### src/rtl/mac_pkg.sv
// ---------------------------------------------------------------------------
// mac_pkg
// Shared constants and helpers for the mac_unit multiply-accumulate block.
//   MAC_DEFAULT_DATA_WIDTH : default operand width in bits
//   acc_width()            : accumulator / Cout width for a given operand width
// ---------------------------------------------------------------------------
package mac_pkg;

    localparam int unsigned MAC_DEFAULT_DATA_WIDTH = 8;

    // The accumulator is three operand widths wide: two for the full product
    // plus one operand width of headroom for repeated accumulation.
    function automatic int unsigned acc_width(input int unsigned data_width);
        return 3 * data_width;
    endfunction

endpackage

### src/rtl/mac_mult.sv
// ---------------------------------------------------------------------------
// mac_mult
// Combinational unsigned DATA_WIDTH x DATA_WIDTH -> 2*DATA_WIDTH multiplier.
// Kept as its own module so it can later be pipelined or mapped to a DSP.
// Ports:
//   a, b    : unsigned operands, DATA_WIDTH bits
//   product : full-precision product, 2*DATA_WIDTH bits
// ---------------------------------------------------------------------------
module mac_mult
    import mac_pkg::*;
#(
    parameter int unsigned DATA_WIDTH = MAC_DEFAULT_DATA_WIDTH
) (
    input  logic [DATA_WIDTH-1:0]   a,
    input  logic [DATA_WIDTH-1:0]   b,
    output logic [2*DATA_WIDTH-1:0] product
);

    localparam int unsigned PW = 2 * DATA_WIDTH;

    logic [PW-1:0] a_ext;
    logic [PW-1:0] b_ext;

    // Widen both operands first so the multiply is evaluated at full
    // product precision without relying on context-width rules.
    always_comb begin
        a_ext   = PW'(a);
        b_ext   = PW'(b);
        product = a_ext * b_ext;
    end

endmodule

### src/rtl/mac_unit.sv
// ---------------------------------------------------------------------------
// mac_unit
// Unsigned multiply-accumulate. Each enabled cycle adds Ain*Bin into a
// registered 3*DATA_WIDTH accumulator that drives Cout directly.
// Priority per rising edge: rst > Clr > En > hold.
// Ports:
//   clk  : clock, rising edge
//   rst  : synchronous active-high reset, zeroes the accumulator
//   En   : accumulate enable
//   Clr  : synchronous clear, wins over En
//   Ain  : operand A, unsigned, DATA_WIDTH bits
//   Bin  : operand B, unsigned, DATA_WIDTH bits
//   Cout : accumulator value, registered, 3*DATA_WIDTH bits
// Build option:
//   MAC_SATURATE_EN defined   -> accumulation saturates at all ones
//   MAC_SATURATE_EN undefined -> accumulation wraps modulo 2^(3*DATA_WIDTH)
// ---------------------------------------------------------------------------
module mac_unit
    import mac_pkg::*;
#(
    parameter int unsigned DATA_WIDTH = MAC_DEFAULT_DATA_WIDTH
) (
    input  logic                                clk,
    input  logic                                rst,
    input  logic                                En,
    input  logic                                Clr,
    input  logic [DATA_WIDTH-1:0]               Ain,
    input  logic [DATA_WIDTH-1:0]               Bin,
    output logic [acc_width(DATA_WIDTH)-1:0]    Cout
);

    localparam int unsigned ACC_W = acc_width(DATA_WIDTH);

    logic [2*DATA_WIDTH-1:0] product;
    logic [ACC_W-1:0]        product_ext;
    logic [ACC_W-1:0]        acc;
    logic [ACC_W-1:0]        acc_sum;

    mac_mult #(
        .DATA_WIDTH (DATA_WIDTH)
    ) u_mult (
        .a       (Ain),
        .b       (Bin),
        .product (product)
    );

`ifdef MAC_SATURATE_EN
    logic [ACC_W:0] sum_full;

    // One extra bit catches the carry out; any carry means the true sum
    // exceeded the accumulator range, so clamp to all ones.
    always_comb begin
        product_ext = ACC_W'(product);
        sum_full    = {1'b0, acc} + {1'b0, product_ext};
        acc_sum     = sum_full[ACC_W] ? '1 : sum_full[ACC_W-1:0];
    end
`else
    always_comb begin
        product_ext = ACC_W'(product);
        acc_sum     = acc + product_ext;
    end
`endif

    always_ff @(posedge clk) begin
        if (rst) begin
            acc <= '0;
        end else if (Clr) begin
            acc <= '0;
        end else if (En) begin
            acc <= acc_sum;
        end
    end

    assign Cout = acc;

endmodule

### config.mk
export PLATFORM = sky130hd
export DESIGN_NAME = mac_unit
export DESIGN_NICKNAME = d
export VERILOG_FILES = /design/src/rtl/mac_pkg.sv /design/src/rtl/mac_mult.sv /design/src/rtl/mac_unit.sv
export SDC_FILE = /design/constraint.sdc
export NUM_CORES = 1
export LEC_CHECK = 0
export BUFFER_PORTS_ARGS = -buffer_cell sky130_fd_sc_hd__buf_2
export CAP_MARGIN = 30
export CORE_ASPECT_RATIO = 0.5
export CORE_MARGIN = 2
export CORE_UTILIZATION = 60
export DETAILED_ROUTE_END_ITERATION = 7
export GPL_ROUTABILITY_DRIVEN = 0
export HOLD_SLACK_MARGIN = 0.02
export PLACE_DENSITY = 0.88
export SYNTH_ARGS = -nofsm -noshare
export SYNTH_HDL_FRONTEND = slang
export SYNTH_SLANG_ARGS = --single-unit
### constraint.sdc
create_clock -name clk -period 5.6 [get_ports clk]
set_input_delay 0.56 -clock clk [delete_from_list [all_inputs] [get_ports clk]]
set_output_delay 0.56 -clock clk [all_outputs]
set_load 0.01 [all_outputs]
# [Word level (Yosys, flattened, before mapping)]
# Cells that the tools add are included.
[word_totals] regBits=24 inputBits=20 out_inout_bits=24
[classes] add_sub_neg=1 multipliers=1 reduce_logical=1
[op_table] operator="24-bit by 16-bit adder with 24-bit output" count=1
[op_table] operator="8-bit by 8-bit multiplier with 16-bit output" count=1
[op_table] operator="2-bit OR reduction" count=1

# [Logic depth before layout (Yosys ltp)]
# Gate-level depths: netlist of the first run.
[depth] depth_word=2 depth_mapped=18 depth_no_buf=17

# [Hierarchy]
# Synthesis of the first run repeated with hierarchy kept, for this count alone.
[hier_totals] cells_unflattened=447 hier_area_um2=3796.1
[modules_own_cells] mod="mac_mult" n_inst=1 cells_each=243 area_each_um2=2105.8
[modules_own_cells] mod="mac_unit" n_inst=1 cells_each=204 area_each_um2=1690.4

# [Least setup slack after synthesis of the first run]
# No wires, ideal clock.
[synth_timing] path_type="input port to flip-flop" from="in Bin[1]" to="reg acc[17] (netlist: Cout[17])" t_arrival_ps=4403 path_slack_ps=1118 stages=16 cell_sequence="clkbuf_1 > nand2_1 > fa_1 > inv_1 > fa_1 > inv_1 > fa_1 > fa_1 > inv_1 > ha_1 > o21a_1 > o31ai_2 > a211oi_1 > o41ai_1 > mux2_2 > o211ai_1"
[synth_between] elab_chain_len=2
[synth_lines] item="from (decl)" line_no="mac_unit.sv:28" rtl="input logic [DATA_WIDTH-1:0] Bin,"
[synth_lines] item="8-bit by 8-bit multiplier with 16-bit output" line_no="mac_mult.sv:29" rtl="product = a_ext * b_ext;"
[synth_lines] item="24-bit by 16-bit adder with 24-bit output" line_no="mac_unit.sv:60" rtl="acc_sum = acc + product_ext;"
[synth_lines] item="to (signal assigned)" line_no="mac_unit.sv:70" rtl="acc <= acc_sum;"
[synth_lines] item="to (decl)" line_no="mac_unit.sv:36" rtl="logic [ACC_W-1:0] acc;"
# No other way between the ends.
# A chain may end at the register's enable or synchronous reset.

# [Worst setup path in the final report of the first run]
[layout_timing] from="in Ain[1]" to="reg acc[17] (netlist: Cout[17])"
[layout_between] elab_chain_len=2
[layout_lines] item="from (decl)" line_no="mac_unit.sv:27" rtl="input logic [DATA_WIDTH-1:0] Ain,"
[layout_lines] item="8-bit by 8-bit multiplier with 16-bit output" line_no="mac_mult.sv:29"
[layout_lines] item="24-bit by 16-bit adder with 24-bit output" line_no="mac_unit.sv:60"
# No other way between the ends.

==> summary.txt, run 1 <==
Num CTS Buffers -> 3
CTS tree -> done
Seq. cell area -> 480 µm²
Clk_skew -> 0.00402 ns
Prevailing post-synth register cell -> dfxtp_1
Hold Crit Class -> reg2reg
Routed WL per cell -> 13.8 µm
Worst rel slew slack -> 60.8%
Post-CTS Hold Fix Bufs -> 0
Top Ports -> 44
Power per cell area -> 422 nW/µm²
Critical path class -> in2reg
Largest family of logic cells by synthesized area -> adder cells
Most frequent CP cell -> fa_1
Count leader, synth -> inv_1
Leak -> 2.16 nW
Synth Cell Area -> 3750 µm²
GR peak layer -> met2
M1 GR Usage -> 31.4%
Highest clock rate -> 0.221 GHz
Worst hold slack -> 0.480 ns
IO buf count -> 43
Fill cells -> 513
Post-Route WL -> 7910 µm
Peak VDD IR -> 0.305 mV
Final worst slack -> 1.07 ns
Cell taking the most area after synthesis -> fa_1
CP arrival -> 4.72 ns
Die width -> 116 µm
Initial antenna violation count -> 0
Synth Area in Simple Gates -> 19.1%
Met3 Use GR -> 5.07%
Via-to-Cell Ratio -> 5.49
Final period util -> 80.9%
Critical path's slowest cell -> fa_1
Setup Buffers After CTS -> 0
CTS H-tree lvls -> 1
Synth cell types -> 48
Initial Util -> 62.0%
Die height -> 59.9 µm
Syn. warnings -> 0
Diode count -> 0
Top cells by area, synth -> fa_1 (27%), ha_1 (14%), dfxtp_1 (13%), inv_1 (10%), and2_1 (6.7%)
RR Startpoint -> Cout[6]
Crit-path cells -> buf_2 > and2_1 > fa_1 > fa_1 > fa_1 > inv_1 > fa_1 > inv_1 > ha_1 > o21a_1 > o21ai_1 > a211oi_1 > o41ai_1 > mux2_2 > o211ai_1
Worst setup EP type -> flip-flop
Post-synthesis mux area share -> 3.23%
Final ANT Viol Nets -> 0
Layout cells sized above 1 -> 12.4%
Fin crit period -> 4.53 ns
Vias -> 3139
Multi-input gate area -> 2860 µm²
Clock slew at reported path FFs -> 0.06 ns
Final net count -> 597
PostCTS Resize Cnt -> 0
Crit-path max cell delay -> 0.54 ns
Critical Path Start -> Ain[1]
List of most frequent post-synthesis cells -> inv_1 (101), fa_1 (50), nand2_1 (44)
Asr flop ratio synth -> 0%
Hpwl dp -> 6480 µm
Setup_tns -> 0 ns
Vias in the first global route -> 2817
First-pass GRT wire length -> 12800 µm
Clk sink count -> 24
Synth Instances -> 446
Longest Clk Path Bufs -> 2
Crit path max fanout -> 8
Design Area, Final -> 4130 µm²
Worst skew pair latency -> 0.26 ns
Detailed-route DRC error count -> 0
Area delta synth->final -> 9.93%
Final setup viols -> 0
Top-area cell type share of the netlist area -> 26.7%
Syn Area/Cell -> 8.42 µm²
Synth Area in Adders -> 40.3%
Compound-Gate Fraction of Synth Area -> 12.6%
Row count -> 20
Worst slew pin tran -> 0.587 ns
Startpoint Class -> input pin
Place WS -> 0.775 ns
Synthesis-stage register bit count -> 24
Largest register FFs -> 24
Req. time, crit path -> 5.79 ns
Mapped Nets -> 557
Met2 Use GR -> 42.0%
Drt pass-1 iters -> 6
RSZ-0062 raised after global routing -> false
Gr usage total -> 23.7%
GRT overflow -> 0
Core area -> 6060 µm²
Post-synth EDFFs -> 0
Status -> complete, no violations
Placed cell areas -> 4050 µm²
Seq/Total Area, Yosys -> 12.8%
Max-Cap Viols -> 0
Final Hold Vio Count -> 0
Slew Viols, Final -> 0
Top delay family on crit path -> adder cells
Die area -> 6950 µm²
Root Buffer -> clkbuf_16
Largest net degree at the start of global routing -> 24
Synth Area in XOR/XNOR -> 0.933%
HP Start -> Cout[9]
Initial drt markers -> 192
Crit path buf inv count -> 3
==> cells in the final DEF (no fill, tap or decap), types with 2 or more instances in the layout <==
cell type	Yosys	final
a32oi_1	2	2
and2_1	40	40
inv_1	101	101
nand2_1	44	44
o211ai_1	2	2
xnor2_1	3	3
a21boi_0	2	2
nand3_1	12	12
a211oi_1	3	3
o2111ai_1	3	3
buf_2	1	43
o21a_1	3	3
o21ai_1	5	5
nand4_1	3	3
o21ai_0	10	10
ha_1	41	41
and3_1	2	2
nor3_1	4	4
a41o_1	2	2
a31oi_1	2	2
or3_1	7	7
dfxtp_1	24	24
fa_1	50	50
or4_1	2	2
a21oi_2	3	3
clkbuf_16	0	3
mux2i_1	11	11
nor2_1	19	19
a21o_1	4	4
a21oi_1	16	16
==> through the flow <==
step / instances / utilization [%] / total power, W
after floorplan: 446 / - / 0.00128
after global placement: 569 / 66.9 / 0.00152
after detailed placement: 569 / 66.9 / 0.00157
after CTS: 572 / 68.2 / 0.00174
after global routing: 572 / 68.2 / 0.00193
final: 572 / 68.2 / 0.00174
==> cells by family (layout without fill, tap and decap cells) <==
logic type      Yosys count  in the layout
mux                      12             12
simple gates            139            139
xor+xnor                  4              4
fa+ha+maj                91             91
flops                    24             24
compound gates           66             66
buf+inv                 110            148
==> routing by layer <==
layer / wire (µm) / vias up / share of wire [%]
met3: 470 / 6 / 5.9
met1: 3430 / 1529 / 43
li1: - / 1514 / -
met5: 0 / - / 0
met4: 45 / 0 / 0.57
met2: 3970 / 90 / 50
==> area by class of cell <==
class / count / share of cell area, %
tap: 88 / 2.67
sequential: 24 / 11.6
timing repair buffer: 44 / 5.40
multi-input combinational: 312 / 69.3
inverter: 101 / 9.18
clock buffer: 3 / 1.82
==> path summary, 6_finish.rpt <==
kind                                 end  slack (ns)  cells after the start
worst min register to register   Cout[9]        0.48                      2
worst max register to register  Cout[17]        1.35                     15
worst min-delay path             Cout[9]        0.48                      2
worst max-delay path            Cout[17]        1.07                     15
==> power by group <==
| group | switching [W] | leakage [nW] | internal [W] | total, W |
|---|---|---|---|---|
| Combinational | 0.000811 | 1.93 | 0.000541 | 0.00135 |
| Sequential | 0.0000282 | 0.195 | 0.000202 | 0.000230 |
| Clock | 0.0000649 | 0.0370 | 0.0000948 | 0.000160 |
==> worst register-to-register path: stages, from the launching register on <==
cell	delay, ns
dfxtp_1	0.35
inv_1	0.08
fa_1	0.53
inv_1	0.06
fa_1	0.49
inv_1	0.04
fa_1	0.46
fa_1	0.54
inv_1	0.04
ha_1	0.36
o21a_1	0.24
o31ai_2	0.10
a211oi_1	0.13
o41ai_1	0.30
mux2_2	0.37
o211ai_1	0.08
Note: power is estimated with default switching activity, not from simulation.
==> run 2, diff against run 1 <==
Settings changed: CORE_UTILIZATION 60 to 55, PLACE_DENSITY 0.88 to 0.85.
Clock period 5.6 ns to 3.9 ns, I/O delays scaled along.
==> run 2 against run 1 <==
The run now ends with setup timing left; hold slack worse by 0.053 ns; via count is 16% higher; core utilization is 8.1 points higher; sequential share of layout area is 2.0 points lower; wire length is 40% higher; die area is 8.6% higher; combinational power grew to 2.6 times the previous value; global-route usage is 3.2 points higher; cell area is 23% higher; worst setup slack worse by 1.3 ns; sequential power is 47% higher; total power is 140% higher; critical endpoint is now Cout[19]; largest power group unchanged; highest routed layer unchanged.
==> summary.txt, run 2 (synthesis gave the netlist of run 1 again) <==
Crit-path max cell delay -> 0.55 ns
CP arrival -> 4.31 ns
Req. time, crit path -> 4.06 ns
Final non-filler cell total -> 633
Final worst slack -> -0.252 ns
Worst setup EP type -> flip-flop
Die area -> 7540 µm²
Commonest non-fill, non-tap cell in the layout -> inv_1
Drt pass-1 iters -> 5
Largest net degree at the start of global routing -> 24
Top delay family on crit path -> adder cells
Critical path's slowest cell -> fa_1
Commonest cells after routing, fill and taps aside -> inv_1 (86), buf_4 (56), fa_1 (45), and2_1 (35), ha_1 (31)
Initial Util -> 56.5%
Core area -> 6650 µm²
GRT overflow -> 0
Clk sink count -> 24
First-pass GRT wire length -> 16100 µm
Vias -> 3632
Routed WL per cell -> 17.5 µm
Worst rel slew slack -> 57.5%
Initial drt markers -> 247
Highest clock rate -> 0.241 GHz
Largest register FFs -> 24
Crit path buf inv count -> 4
Num CTS Buffers -> 3
Worst skew pair latency -> 0.27 ns
Clk_skew -> 0.00487 ns
Longest Clk Path Bufs -> 2
Slew Viols, Final -> 0
Placed cells -> 614
Initial antenna violation count -> 0
Peak VDD IR -> 0.612 mV
Failing checks -> setup timing
Detailed-route DRC error count -> 0
Setup_tns -> -2.04 ns
Diode count -> 0
Die width -> 121 µm
Final setup viols -> 16
Top Ports -> 44
Post-Route WL -> 11000 µm
Vias in the first global route -> 3633
CTS tree -> done
Final net count -> 653
Max-Cap Viols -> 0
Crit-path cells -> inv_2 > fa_1 > inv_1 > fa_1 > fa_1 > inv_1 > fa_1 > inv_2 > ha_4 > o21a_4 > o31ai_4 > a21o_1 > a211oi_4 > o211ai_1 > mux2i_1
Worst slew pin tran -> 0.638 ns
Place WS -> -0.530 ns
Final Hold Vio Count -> 0
CTS H-tree lvls -> 1
Hpwl dp -> 7180 µm
Status -> complete, but fails checks
Startpoint Class -> flip-flop
Leak -> 2.55 nW
RSZ-0062 raised after global routing -> true
Critical path class -> reg2reg
Most frequent CP cell -> fa_1
Final period util -> 106%
Via-to-Cell Ratio -> 5.74
Area delta synth->final -> 35.1%
Power per cell area -> 827 nW/µm²
Worst hold slack -> 0.427 ns
Hold Crit Class -> in2reg
Row count -> 21
Clock slew at reported path FFs -> 0.07 ns
Root Buffer -> clkbuf_16
Critical Path Start -> Cout[7]
Die height -> 62.4 µm
Fin crit period -> 4.15 ns
HP Start -> rst
Final ANT Viol Nets -> 0
Layout cells sized above 1 -> 35.1%
IO buf count -> 43
Crit path max fanout -> 4
RR Startpoint -> Cout[7]
Gr usage total -> 26.9%
Fill cells -> 402
-- run 2: worst min-delay path: stages --
cell and delay (ns):
buf_2 0.11, or3_1 0.10, mux2i_1 0.05
-- run 2: final timing paths --
kind,cells past startpoint,endpoint,slack [ns]
max,15,Cout[19],-0.25
min,3,Cout[19],0.43
max reg2reg,15,Cout[19],-0.25
min reg2reg,2,Cout[23],0.48
-- run 2: power by group --
group | switching, W | leakage, nW | internal [W]
combinational | 0.00183 | 2.31 | 0.00171
sequential | 0.0000450 | 0.197 | 0.000292
clock | 0.000111 | 0.0511 | 0.000205
-- run 2: stage by stage --
stage,cell area [µm²],utilization [%],total power (W)
finish,5070,76.3,0.00419
global route,5070,76.3,0.00445
CTS,4860,73.1,0.00370
detailed placement,4550,68.4,0.00323
global placement,4550,68.4,0.00312
floorplan,3980,-,0.00233
-- run 2: timing repair --
action / 4_1_cts / 5_1_grt
setup buffers: 7 / 8
pin swaps: 42 / 36
gates cloned: 0 / 0
hold buffers: 0 / 0
gates resized for setup: 56 / 41
setup endpoints to repair: 14 / 15
-- run 2: routing by layer --
| layer | global-route usage [%] | up-vias | share of wire [%] |
|---|---|---|---|
| met1 | 32.0 | 1724 | 37 |
| li1 | - | 1625 | - |
| met3 | 4.93 | 66 | 7.1 |
| met4 | 12.1 | 0 | 6.3 |
| met2 | 47.5 | 217 | 49 |
| met5 | 0 | - | 0 |
-- run 2: final cells by class --
| class | instances | area [µm²] | share of cell area [%] |
|---|---|---|---|
| Tap cell | 92 | 115 | 2.27 |
| Inverter | 101 | 379 | 7.48 |
| Timing Repair Buffer | 100 | 772 | 15.2 |
| Clock buffer | 3 | 75.1 | 1.48 |
| Clock inverter | 1 | 30.0 | 0.592 |
| Sequential cell | 24 | 487 | 9.60 |
| Multi-Input combinational cell | 312 | 3210 | 63.4 |
